File: src/rtl/gemm_pkg.sv
// Shared GEMM definitions: drain FSM state encoding and the requantize/saturate helper.
package gemm_pkg;

   typedef enum logic {
      ST_IDLE   = 1'b0,
      ST_STREAM = 1'b1
   } drain_state_e;

   // Working width for requantization. It holds any accumulator up to 64 bits
   // sign-extended, plus one bit of headroom for the rounding add.
   localparam int QW = 65;

   // Round-half-up arithmetic right shift by 'shift', then clamp to a signed
   // out_w-bit range. The caller sign-extends acc to QW bits; the result is
   // still QW bits wide and only its low out_w bits are meaningful.
   function automatic logic signed [QW-1:0] requant_sat(
      input logic signed [QW-1:0] acc,
      input int                   shift,
      input int                   out_w
   );
      logic signed [QW-1:0] rnd;
      logic signed [QW-1:0] t;
      logic signed [QW-1:0] hi;
      logic signed [QW-1:0] lo;
      rnd = (shift > 0) ? (QW'(1) << (shift - 1)) : '0;
      t   = (acc + rnd) >>> shift;
      hi  = (QW'(1) << (out_w - 1)) - QW'(1);
      lo  = ~hi;
      if (t > hi)      t = hi;
      else if (t < lo) t = lo;
      return t;
   endfunction

endpackage

File: src/rtl/sa_output_drain.sv
// Captures a finished systolic-array C matrix and streams it out one element
// per beat, in row-major order and requantized, under valid/ready flow control.
module sa_output_drain
   import gemm_pkg::*;
#(
   parameter int M         = 4,
   parameter int N         = 4,
   parameter int ACC_WIDTH = 32,
   parameter int OUT_WIDTH = 8,
   parameter int SHIFT     = 0,
   localparam int RW       = (M > 1) ? $clog2(M) : 1,
   localparam int CW       = (N > 1) ? $clog2(N) : 1
) (
   input  logic                     clk,
   input  logic                     reset_n,
   input  logic                     cap_valid,
   output logic                     cap_ready,
   input  logic [M*N*ACC_WIDTH-1:0] c_flat,
   output logic                     out_valid,
   input  logic                     out_ready,
   output logic [OUT_WIDTH-1:0]     out_data,
   output logic [RW-1:0]            out_row,
   output logic [CW-1:0]            out_col,
   output logic                     out_last,
   output logic                     busy
);

   localparam int LW = (M * N > 1) ? $clog2(M * N) : 1;

   drain_state_e                state_q, state_d;
   logic [RW-1:0]               row_q;
   logic [CW-1:0]               col_q;
   logic [LW-1:0]               lin_q;     // row_q*N + col_q, kept as its own counter for buffer indexing
   logic signed [ACC_WIDTH-1:0] mat_q [M*N];
   logic                        cap_fire;
   logic                        beat_fire;
   logic                        at_last;
   logic signed [OUT_WIDTH-1:0] q_elem;

   assign at_last   = (row_q == RW'(M - 1)) && (col_q == CW'(N - 1));
   assign cap_fire  = cap_valid && cap_ready;
   assign beat_fire = out_valid && out_ready;

   // Next-state and handshake outputs; capture is only possible in IDLE, so a
   // cap_valid seen while streaming (including on the last beat) is dropped.
   always_comb begin
      state_d   = state_q;
      cap_ready = 1'b0;
      out_valid = 1'b0;
      busy      = 1'b0;
      case (state_q)
         ST_IDLE: begin
            cap_ready = 1'b1;
            if (cap_valid) state_d = ST_STREAM;
         end
         ST_STREAM: begin
            out_valid = 1'b1;
            busy      = 1'b1;
            if (out_ready && at_last) state_d = ST_IDLE;
         end
         default: state_d = ST_IDLE;
      endcase
   end

   // State register; reset abandons any matrix in flight.
   always_ff @(posedge clk or negedge reset_n) begin
      if (!reset_n) state_q <= ST_IDLE;
      else          state_q <= state_d;
   end

   // Row/column walk: column fastest, everything back to zero after the last beat.
   always_ff @(posedge clk or negedge reset_n) begin
      if (!reset_n) begin
         row_q <= '0;
         col_q <= '0;
         lin_q <= '0;
      end else if (cap_fire || (beat_fire && at_last)) begin
         row_q <= '0;
         col_q <= '0;
         lin_q <= '0;
      end else if (beat_fire) begin
         lin_q <= lin_q + LW'(1);
         if (col_q == CW'(N - 1)) begin
            col_q <= '0;
            row_q <= row_q + RW'(1);
         end else begin
            col_q <= col_q + CW'(1);
         end
      end
   end

   // Matrix snapshot taken on the capture handshake; contents are don't-care until then.
   always_ff @(posedge clk) begin
      if (cap_fire) begin
         for (int i = 0; i < M * N; i++) mat_q[i] <= c_flat[i*ACC_WIDTH +: ACC_WIDTH];
      end
   end

   // Requantize the element under the cursor.
   always_comb begin
      q_elem = OUT_WIDTH'(requant_sat(QW'(mat_q[lin_q]), SHIFT, OUT_WIDTH));
   end

   // Data is forced to zero outside STREAM so that reset and idle read as 0.
   assign out_data = (state_q == ST_STREAM) ? q_elem : '0;
   assign out_row  = row_q;
   assign out_col  = col_q;
   assign out_last = (state_q == ST_STREAM) && at_last;

endmodule

File: config.mk
export PLATFORM = sky130hd
export DESIGN_NAME = sa_output_drain
export DESIGN_NICKNAME = d
export VERILOG_FILES = /design/src/rtl/gemm_pkg.sv /design/src/rtl/sa_output_drain.sv
export SDC_FILE = /design/constraint.sdc
export NUM_CORES = 1
export LEC_CHECK = 0
export ABC_AREA = 0
export ABC_CLOCK_PERIOD_IN_PS = 30500
export CORE_MARGIN = 3
export CORE_UTILIZATION = 48
export DETAILED_ROUTE_END_ITERATION = 10
export PLACE_DENSITY = 0.81
export SKIP_LAST_GASP = 1
export SLEW_MARGIN = 20
export SYNTH_ARGS = -nofsm -noshare
export SYNTH_HDL_FRONTEND = slang
export SYNTH_SLANG_ARGS = --single-unit
File: constraint.sdc
create_clock -name clk -period 30.5 [get_ports clk]
set_input_delay 6.1 -clock clk [delete_from_list [all_inputs] [get_ports clk]]
set_output_delay 6.1 -clock clk [all_outputs]
set_load 0.02 [all_outputs]
==> results.cfg <==
[sta]
finalSetupTns_ns = 0
rsz0062_at_grt = false
period_minus_slack_ns = 11.15
setup_viol = 0
finalClockSkew_ns = 0.0413
fmax_ghz = 0.0897
max_slew_margin_pct = 21.3
fin_crit_sh_pct = 36.6
final_hold_viol_count = 0
slew_violations = 0
max_slew.worst_pin.slew_ns = 1.17
holdWs_ns = 0.544

[global_routing]
grt_max_degree = 196
grt_pass1_wl_um = 81100
grt_overflow = 0
antenna_found_initial = 11
grt_pass1_vias = 12200
track_usage_pct = 25.6

[floorplanning]
die_w_um = 209
coreArea_um2 = 40300
fp.dieH_um = 209
ios = 532
start_util_pct = 49.2
dieArea_um2 = 43800
rows = 73

[pwr]
p_per_area_nw_per_um2 = 71.3
p_leak_uw = 0.00882
power_uw = 1950
vdd_ir_drop_max_v = 0.0000560

[clock_tree]
cts.path.max_buffers = 3
clk_latency_ns = 0.62
path_clk_slew_ns = 0.06
post_cts_buffers = 0
cts_resized = 0
cts-root-buf = clkbuf_16
cts_tree = done
cts_buffers = 53
cts_max_level = 2
clock-sinks = 521
cts-hold-fix-buffers = 0

[critical_path]
cp_slowest_cell = nor4_2
cp.arrival_ns = 5.05
cp-start-kind = flop
cp.required_ns = 24.40
cp_max_fo = 62
worstSetupPathDepth = 9
cp_num_buf_inv = 2
crit_path_end_kind = output port
path_cells = buf_4, mux4_2, a22oi_1, nand2_1, nand4_1, nor4_2, nand2_1, a21oi_1, clkdlybuf4s50_1
critPathMaxStageDelay_ns = 0.99
cp_top_family = buffers and inverters
rr_worst_depth = 6
crit_top_cell = nand2_1
critical_path_class = reg2out

[final_layout]
drive_gt1_share_pct = 15.4
nets = 1922
area_growth_pct = 38.1
final_cell_count_no_fill = 1981

[synthesis]
synth_area_um2 = 19800
ys_ff_latch = 521
yosysSeqAreaShare_pct = 78.7
synth_nets = 1371
syn_area_per_cell_um2 = 23.3
yosysWarningCount = 0
syn_inst = 852
synth.distinct_cells = 30

[route]
wl_met3_um = 5380
ant_nets = 0
routed_wl_um = 56500
wl_met1_um = 19700
wl_per_cell_um = 28.5
vias = 11200
top_layer = met5
drc = 0
met2_length_um = 29900
drt_iter0_drc = 1351
firstDrtPassIters = 5
routed_via_density = 5.65

[place]
place_congestion = 0.815
placed_cells = 1872
dp_hpwl_um = 40300
portBuffers = 531

[status]
outcome = complete, no violations

[worst_hold_path]
hold_depth = 1
hold_path.class = reg2reg

[run]
max_cap_violations = 0
area by class of cell:
class | count | area (µm²)
sequential | 521 | 15600
fill | 2543 | 12900
timing repair buffer | 540 | 5440
multi-input combinational | 286 | 4010
clock buffer | 65 | 1390
tap | 525 | 657
clock inverter | 35 | 243
antenna | 8 | 20.0
inverter | 1 | 3.75
power breakdown:
group	switching, µW	internal, µW	leakage (µW)	total, µW
sequential	27.6	813	0.00471	841
combinational	250	249	0.00333	499
clock	270	342	0.000784	611
total	547	1400	0.00882	1950
per-stage QoR:
step / setup WS [ns] / cell area [µm²] / util [%]
6_report: 19.35 / 27400 / 68.0
3_5_place_dp: 19.95 / 25700 / 63.8
3_3_place_gp: 19.92 / 25700 / 63.8
5_1_grt: 18.98 / 27400 / 68.0
2_1_floorplan: 9.53 / 19800 / -
4_1_cts: 19.27 / 27300 / 67.8
Yosys cell counts:
master / n / area (µm²)
edfxtp_1: 512 / 15400
mux4_2: 136 / 3060
a22oi_1: 48 / 360
nand2_1: 37 / 139
buf_2: 14 / 70.1
clkbuf_1: 14 / 52.6
o21ai_0: 11 / 55.1
dfrtp_1: 9 / 225
buf_4: 8 / 60.1
nand3_1: 8 / 40.0
nor3_1: 7 / 35.0
nand4_1: 6 / 37.5
nor4_1: 6 / 37.5
buf_6: 5 / 56.3
nor2_1: 4 / 15.0
buf_1: 3 / 11.3
ha_1: 3 / 37.5
nand2b_1: 3 / 18.8
nor2b_1: 3 / 18.8
a21oi_1: 2 / 10.0
and2_1: 2 / 12.5
o31ai_1: 2 / 15.0
xor2_1: 2 / 17.5
a21o_1: 1 / 7.51
a32o_1: 1 / 10.0
and3_1: 1 / 6.26
inv_1: 1 / 3.75
nand4_2: 1 / 12.5
nor4_2: 1 / 12.5
o21a_1: 1 / 7.51
sequential cells by signal, indices dropped and copies added, names as in the netlist:
name / flops
mat_q: 512
out_col: 2
out_row: 2
state_q: 1
lin_q: 4
cells in the final DEF (no fill, tap or decap), types with 4 or more instances in the layout:
master           Yosys  final
nor3_1               7      7
nand3_1              8      8
clkinv_1             0     21
clkbuf_16            0     54
a22oi_1             48     48
clkbuf_1            14     11
mux4_2             136    136
o21ai_0             11     11
nor4_1               6      5
diode_2              0      8
dfrtp_1              9      7
edfxtp_1           512    512
nand4_1              6      6
clkinv_2             0      5
buf_4                8      4
nand2_1             37     37
clkdlybuf4s50_1      0    531
final timing paths:
kind | from | endpoint | slack [ns]
setup / recovery | lin_q[1] | out_data[6] | 19.35
hold / removal | out_row[0] | out_row[0] | 0.54
setup reg to reg | state_q | out_row[1] | 27.03
hold reg to reg | out_row[0] | out_row[0] | 0.54
max in group asynchronous | reset_n | lin_q[0] | 24.32
min in group asynchronous | reset_n | out_row[0] | 5.81
cells by family (layout without fill, tap and decap cells):
| group | after synthesis | after routing | synth area share, % |
|---|---|---|---|
| buffers and inverters | 45 | 641 | 1.28 |
| adders and majority gates | 3 | 3 | 0.189 |
| other | 0 | 8 | 0 |
| DFF | 521 | 521 | 78.7 |
| muxes | 136 | 136 | 15.5 |
| AOI/OAI and AO/OA | 66 | 66 | 2.35 |
| and+or+nand+nor | 79 | 79 | 1.94 |
| xor gates and xnor gates | 2 | 2 | 0.0884 |
metal layers:
metal,track usage (%),vias up
li1,-,4782
met3,7.15,84
met4,8.43,6
met1,31.1,5641
met5,0,-
met2,44.5,673
No activity file was read; power rests on OpenSTA's default activity.
